### config.mk
export PLATFORM = sky130hd
export DESIGN_NAME = fetch_unit
export DESIGN_NICKNAME = d
export VERILOG_FILES = /design/src/rtl/fetch_unit.sv
export SDC_FILE = /design/constraint.sdc
export NUM_CORES = 1
export LEC_CHECK = 0
export ABC_AREA = 1
export CORE_MARGIN = 2
export CORE_UTILIZATION = 50
export DETAILED_ROUTE_END_ITERATION = 12
export PLACE_DENSITY = 0.79
export SKIP_LAST_GASP = 1
export SYNTH_ARGS = -nofsm -noshare
export SYNTH_HDL_FRONTEND = slang
export SYNTH_SLANG_ARGS = --single-unit
export TNS_END_PERCENT = 20
### constraint.sdc
create_clock -name clk -period 2.1 [get_ports clk]
set_input_delay 0.315 -clock clk [delete_from_list [all_inputs] [get_ports clk]]
set_output_delay 0.315 -clock clk [all_outputs]
set_load 0.01 [all_outputs]
### src/rtl/fetch_unit.sv
// Instruction-fetch stage: owns the PC, runs a req/ack imem port with arbitrary
// latency, and writes the IF/ID register under hazard-unit stall and ID redirect.
module fetch_unit #(
    parameter logic [31:0] RESET_PC = 32'h0000_0000
) (
    input  logic        clk,
    input  logic        rstN,
    input  logic        pcLd,
    input  logic        IFtoIDwrite,
    input  logic        redirect,
    input  logic [31:0] redirectAddr,
    output logic        imemReq,
    output logic [31:0] imemAddr,
    input  logic        imemAck,
    input  logic [31:0] imemData,
    output logic [31:0] IFtoIDinst,
    output logic [31:0] IFtoIDpcPlus4,
    output logic        IFtoIDvalid
);

    typedef enum logic [1:0] {
        S_FETCH   = 2'd0,
        S_HOLD    = 2'd1,
        S_DISCARD = 2'd2
    } state_t;

    typedef struct packed {
        logic        valid;
        logic [31:0] inst;
        logic [31:0] pc_plus4;
    } ifid_t;

    localparam logic [31:0] RESET_PC_ALIGNED = {RESET_PC[31:2], 2'b00};

    state_t      state_q, state_d;
    logic [31:0] pc_q, pc_d;
    logic [31:0] hold_inst_q, hold_inst_d;
    logic [31:0] pend_target_q, pend_target_d;
    ifid_t       ifid_q, ifid_d;

    logic        advance;
    logic [31:0] target;
    logic [31:0] pc_plus4;
    logic        deliver;
    logic [31:0] deliver_inst;

    assign advance  = pcLd & IFtoIDwrite;
    assign target   = {redirectAddr[31:2], 2'b00};
    assign pc_plus4 = pc_q + 32'd4;

    // Request depends only on state and PC; reset gating keeps the port quiet
    // while the memory is held in reset alongside us.
    assign imemReq  = rstN && (state_q != S_HOLD);
    assign imemAddr = pc_q;

    always_comb begin
        state_d       = state_q;
        pc_d          = pc_q;
        hold_inst_d   = hold_inst_q;
        pend_target_d = pend_target_q;
        deliver       = 1'b0;
        deliver_inst  = 32'h0;

        unique case (state_q)
            S_FETCH: begin
                if (imemAck) begin
                    if (redirect) begin
                        pc_d = target;
                    end else if (advance) begin
                        deliver      = 1'b1;
                        deliver_inst = imemData;
                        pc_d         = pc_plus4;
                    end else begin
                        hold_inst_d = imemData;
                        state_d     = S_HOLD;
                    end
                end else if (redirect) begin
                    // Address must stay put until the old request completes.
                    pend_target_d = target;
                    state_d       = S_DISCARD;
                end
            end
            S_HOLD: begin
                if (redirect) begin
                    pc_d    = target;
                    state_d = S_FETCH;
                end else if (advance) begin
                    deliver      = 1'b1;
                    deliver_inst = hold_inst_q;
                    pc_d         = pc_plus4;
                    state_d      = S_FETCH;
                end
            end
            S_DISCARD: begin
                if (redirect) pend_target_d = target;
                if (imemAck) begin
                    pc_d    = redirect ? target : pend_target_q;
                    state_d = S_FETCH;
                end
            end
            default: state_d = S_FETCH;
        endcase
    end

    always_comb begin
        ifid_d = '0;
        if (redirect) begin
            ifid_d = '0;
        end else if (!IFtoIDwrite) begin
            ifid_d = ifid_q;
        end else if (deliver) begin
            ifid_d = '{valid: 1'b1, inst: deliver_inst, pc_plus4: pc_plus4};
        end
    end

    always_ff @(posedge clk or negedge rstN) begin
        if (!rstN) begin
            state_q       <= S_FETCH;
            pc_q          <= RESET_PC_ALIGNED;
            hold_inst_q   <= 32'h0;
            pend_target_q <= 32'h0;
            ifid_q        <= '0;
        end else begin
            state_q       <= state_d;
            pc_q          <= pc_d;
            hold_inst_q   <= hold_inst_d;
            pend_target_q <= pend_target_d;
            ifid_q        <= ifid_d;
        end
    end

    assign IFtoIDinst    = ifid_q.inst;
    assign IFtoIDpcPlus4 = ifid_q.pc_plus4;
    assign IFtoIDvalid   = ifid_q.valid;

endmodule

==> After elaboration in Yosys (flattened, before gate mapping) <==
Index checks and enable logic that the tools add are counted.
{ "op_classes": {"n_addsub": 1, "n_mul": 0, "div_mod_pow": 0, "magnitude_cmp": 0, "n_eq_ne": 10, "n_shift": 0, "mux": 27, "bitwise_logic": 3, "reduce_logical": 9} }
{ "op_table": {"columns": ["cell", "count"], "rows": [
  ["2-to-1 mux 32 bit", 9],
  ["2-to-1 mux 65 bit", 3],
  ["one-hot mux 32 bit (2 select lines)", 2],
  ["one-hot mux 32 bit (3 select lines)", 1],
  ["adder 32 x 3 -> 32 bit (second input constant)", 1],
  ["2-to-1 mux 2 bit", 7],
  ["inequality test 3 bit (second input constant)", 4],
  ["inequality test 2 bit (second input constant)", 3],
  ["one-hot mux 2 bit (3 select lines)", 1],
  ["AND reduction 5 bit", 1],
  ["AND reduction 4 bit", 1],
  ["nonzero test 2 bit", 2],
  ["2-to-1 mux 1 bit", 3],
  ["AND reduction 3 bit", 1],
  ["nonzero test 3 bit", 1],
  ["== test 2 x 1 -> 1 bit (second input constant)", 1],
  ["== test 2 bit (second input constant)", 1],
  ["logical NOT 2 bit", 1],
  ["inequality test 2 x 1 -> 1 bit (second input constant)", 1],
  ["NOT 1 bit", 2],
  ["one-hot mux 1 bit (2 select lines)", 1],
  ["AND reduction 2 bit", 1],
  ["bitwise AND 1 bit", 1],
  ["logical AND 1 bit", 1]
]} }
{ "totals": {"ff_bits": 163, "latchBits": 0, "ram_bits": 0, "romBits": 0, "in_bits": 70, "elab_cells": 57, "mem_count": 0} }

==> Logic depth before layout (Yosys ltp) <==
{ "depth": {"depth_word": 8, "mapped_depth": 10, "ltp_nobuf": 10} }

==> Least setup slack after synthesis <==
Ideal clock, no wire load.
{ "synth_timing": {"kind": "reg2reg", "start": "register pc_q[2] (netlist: imemAddr[2])", "end": "register pc_q[16] (netlist: imemAddr[16])", "setup_time_ps": 77, "arrival_time_ps": 1434, "required_time_ps": 2023, "path_slack_ps": 589, "stages_incl_launch_ff": 9, "cell_sequence": "dfrtp_1 -> ha_1 -> nand2_1 -> nor2_1 -> nand2_1 -> nor2_4 -> xor2_1 -> nand2_1 -> a21oi_1"} }
{ "synth_between": {"elab_chain_cells": 5} }
{ "synth_lines": {"columns": ["item", "line_no", "source"], "rows": [
  ["start: declaration", "36", "logic [31:0] pc_q, pc_d;"],
  ["start signal: assignment", "125", "pc_q <= pc_d;"],
  ["adder 32 x 3 -> 32 bit *", "49", "assign pc_plus4 = pc_q + 32'd4;"],
  ["2-to-1 mux 32 bit *", "69, 87", null],
  ["2-to-1 mux 32 bit *", "84", "if (redirect) begin"],
  ["2-to-1 mux 32 bit", "66", "if (imemAck) begin"],
  ["one-hot mux 32 bit (3 select lines) *", "64", "unique case (state_q)"]
]} }
Mark *: on every way between the ends. The rest lies on a longest branch, timed or not. The select of a mux whose other input is x is not followed.
A chain may end at the register's enable or synchronous reset.

==> Worst setup path in the final report <==
Same ends and word-level chain as after synthesis.

==> reports/metrics.csv <==
stage,metric,value,unit
status,status,"finished, final reports clean",
timing,slew_headroom,43.3,%
grt,grt_start_max_net_pins,164,
yosys,synthesis.area,0.00765,mm²
timing,final_hold_viol_count,0,
layout,antenna_cells,0,
grt,grt_pass1_vias,6380,
cts,cts_setup_buffers,0,
power_and_ir_drop,power.density,919,mW/mm²
floorplanning,die_w,128,µm
timing,worst_hold_slack,0.0399,ns
placed_design,place_area,0.00956,mm²
cts,clkSlewWorstSetupHoldPaths,0.06,ns
worst_setup_path,crit_path_cell_trace,ha_1 > nand2_1 > nor2_1 > nand2_1 > nor2_4 > xor2_1 > nand2_1 > a21oi_1,
grt,antenna_found_initial,0,
yosys,yosys.area_share.xor_xnor,2.01,%
layout,finish.instance_area,0.0102,mm²
worst_setup_path,cp_max_fo,6,
floorplanning,dieArea,0.0163,mm²
timing,setup_ws,0.232,ns
drt,drc_errors,0,
cts,cts_buffers,17,
floorplanning,io_pins,168,
placed_design,preCtsSetupSlack,0.125,ns
timing,slew_viol_final,0,
yosys,yosysTopAreaCell,dfrtp_1,
yosys,synth_top_family_by_area,simple AND/OR/NAND/NOR gates,
timing,fin_skew,0.00818,ns
layout,nNetsFinal,1120,
yosys,avgSynthCellArea,8.58,µm²
placed_design,dp_hpwl,13900,µm
floorplanning,rows,45,
cts,cts_tree,done,
grt,track_usage,25.5,%
layout,multi_input_area,0.00302,mm²
grt,grt-ovfl-total,0,
power_and_ir_drop,leakage,4.76,nW
yosys,async_flop_share,100,%
worst_setup_path,crit_slowest_cell,dfrtp_1,
yosys,yosysTopAreaCellShare,53.3,%
timing,setup_viol_count_final,0,
cts,postCtsHoldBufs,0,
drt,ant_nets,0,
cts,cts_buffer_depth,2,
yosys,synthAdderAreaFrac,0.164,%
cts,clock_latency,0.43,ns
yosys,synth_edf_count,0,
layout,layout_commonest_cell,nand2_1,
worst_setup_path,critPathKind,register to register,
yosys,synth.area.mux_share,0,%
drt,drt-total-wl,20300,µm
cts,cts.repair.resized,1,
yosys,syn_inst,891,
layout,layout-drive-gt1-share,7.44,%
timing,fmax,0.535,GHz
layout,num-fill-cells,1215,
yosys,synth_warnings,0,
yosys,synthTopCellsByArea,"dfrtp_1, nand2_1, o21ai_0, a22o_1, o22ai_1",
floorplanning,core,0.0151,mm²
layout,seqCellArea,0.00408,mm²
placed_design,dp.cells,1218,
worst_setup_path,cp_num_buf_inv,0,
layout,final_cells,1250,
worst_setup_path,critPathLaunchType,register,
yosys,ys_seq_area_share,53.3,%
cts,cts_root_buf,clkbuf_16,
yosys,ys.flop_type,dfrtp_1,
worst_hold_path,holdCritPathClass,input pin to async pin,
power_and_ir_drop,peakVddDrop,0.681,mV
layout,layout_common_cells,"nand2_1, dfrtp_1, clkdlybuf4s50_1",
worst_setup_path,max_stage_delay,0.46,ns
layout,syn_to_final_growth,33.0,%
placed_design,port_buffers,165,
worst_setup_path,end_kind,register,
yosys,synth-simple-area-share,20.1,%
yosys,syn_nets,962,
floorplanning,die_h,128,µm
yosys,ys_seq_elements,163,
worst_setup_path,crit_family,simple AND/OR/NAND/NOR gates,
timing,post-route-period-util,89.0,%
worst_setup_path,arrival,2.22,ns
drt,viasPerCell,5.34,
drt,via_count,6675,
drt,routedWlPerCell,16.2,µm
grt,grt_first_pass_wirelength,32900,µm
drt,drt_pass1_iterations,5,
placed_design,gp_congestion,0.913,
timing,fin_setup_tns,0,ns
yosys,synth_cell_types,32,
drt,drt_iter0_drc,614,
timing,worst_pin_slew,0.851,ns
floorplanning,initial_core_util,50.7,%
yosys,synth_compound_area_share,17.1,%
worst_setup_path,worst_ep_required_time,2.45,ns
timing,grt_setup_unrepaired,no,
flow_run,cap_violations,0,
cts,cts_sinks,163,
timing,period_minus_slack,1.87,ns
cts,cts_max_level,4,
worst_setup_path,cp_common_cell,nand2_1,
==> cells in the mapped netlist, types with 2 or more instances <==
master	instances
a21oi_1	23
nor2_4	6
inv_1	82
o21ai_0	75
clkbuf_1	14
o22ai_1	56
xor2_1	8
nand3b_1	4
buf_6	2
a31oi_1	3
a22o_1	41
inv_2	8
xor2_2	3
xnor2_1	4
a21boi_0	4
nor2_8	2
nand2_2	6
nand2_1	235
dfrtp_1	163
a41oi_1	3
nor2_2	4
nor2_1	88
o221ai_1	2
nand3_1	21
buf_2	26
clkinv_1	2
==> final timing paths <==
path                                               start                       endpoint  slack (ns)  cells after the start
max                              imemAddr[2]$_DFFE_PN0P_       imemAddr[16]$_DFFE_PN0P_        0.23                      8
min                                                 rstN     IFtoIDinst[27]$_DFFE_PN0P_        0.04                      2
max reg2reg                      imemAddr[2]$_DFFE_PN0P_       imemAddr[16]$_DFFE_PN0P_        0.23                      8
min reg2reg                IFtoIDpcPlus4[22]$_DFFE_PN0P_  IFtoIDpcPlus4[22]$_DFFE_PN0P_        0.48                      2
max in group asynchronous                           rstN       imemAddr[21]$_DFFE_PN0P_        1.43                      2
min in group clk                             imemData[0]     hold_inst_q[0]$_DFFE_PN0P_        0.47                      3
==> where the power goes <==
group          switching [mW]  leakage (nW)  internal, mW
clock                    1.24         0.290          1.94
sequential              0.373          2.08          3.59
combinational            1.24          2.38         0.963
total                    2.86          4.76          6.49
==> cell families (layout without fill, tap and decap cells) <==
kind of cell / after synthesis / after routing
xor+xnor: 15 / 15
compound gates: 209 / 209
flops: 163 / 163
fa+ha+maj: 1 / 1
simple gates: 368 / 368
buf+inv: 135 / 306
==> through the flow <==
stage	power [mW]	util [%]
floorplan	5.15	-
detailed placement	6.19	63.3
global route	9.82	67.4
CTS	9.38	67.4
global placement	6.13	63.3
finish	9.34	67.4
==> flip-flops by register name (all words and copies together) (netlist names) <==
name / flops
hold_inst_q: 32
IFtoIDpcPlus4: 32
pend_target_q: 32
IFtoIDinst: 32
imemAddr: 32
state_q: 2
IFtoIDvalid: 1
==> routing by layer <==
metal | wire length (µm) | vias to the layer above | part of all wire, % | track usage (%)
met5 | 0 | - | 0 | 0
met4 | 574 | 0 | 2.8 | 9.83
met3 | 1250 | 36 | 6.1 | 4.26
met2 | 9150 | 231 | 45 | 37.6
met1 | 9320 | 3166 | 46 | 38.1
li1 | - | 3242 | - | -
==> final cells by class <==
| cell class | count | share of cell area [%] |
|---|---|---|
| clock buffer | 21 | 4.53 |
| clock inverter | 11 | 1.50 |
| inverter | 92 | 3.40 |
| multi-input combinational | 593 | 29.7 |
| sequential | 163 | 40.1 |
| tap | 188 | 2.31 |
| timing repair buffer | 182 | 18.5 |
Note: power is estimated with default switching activity, not from simulation.
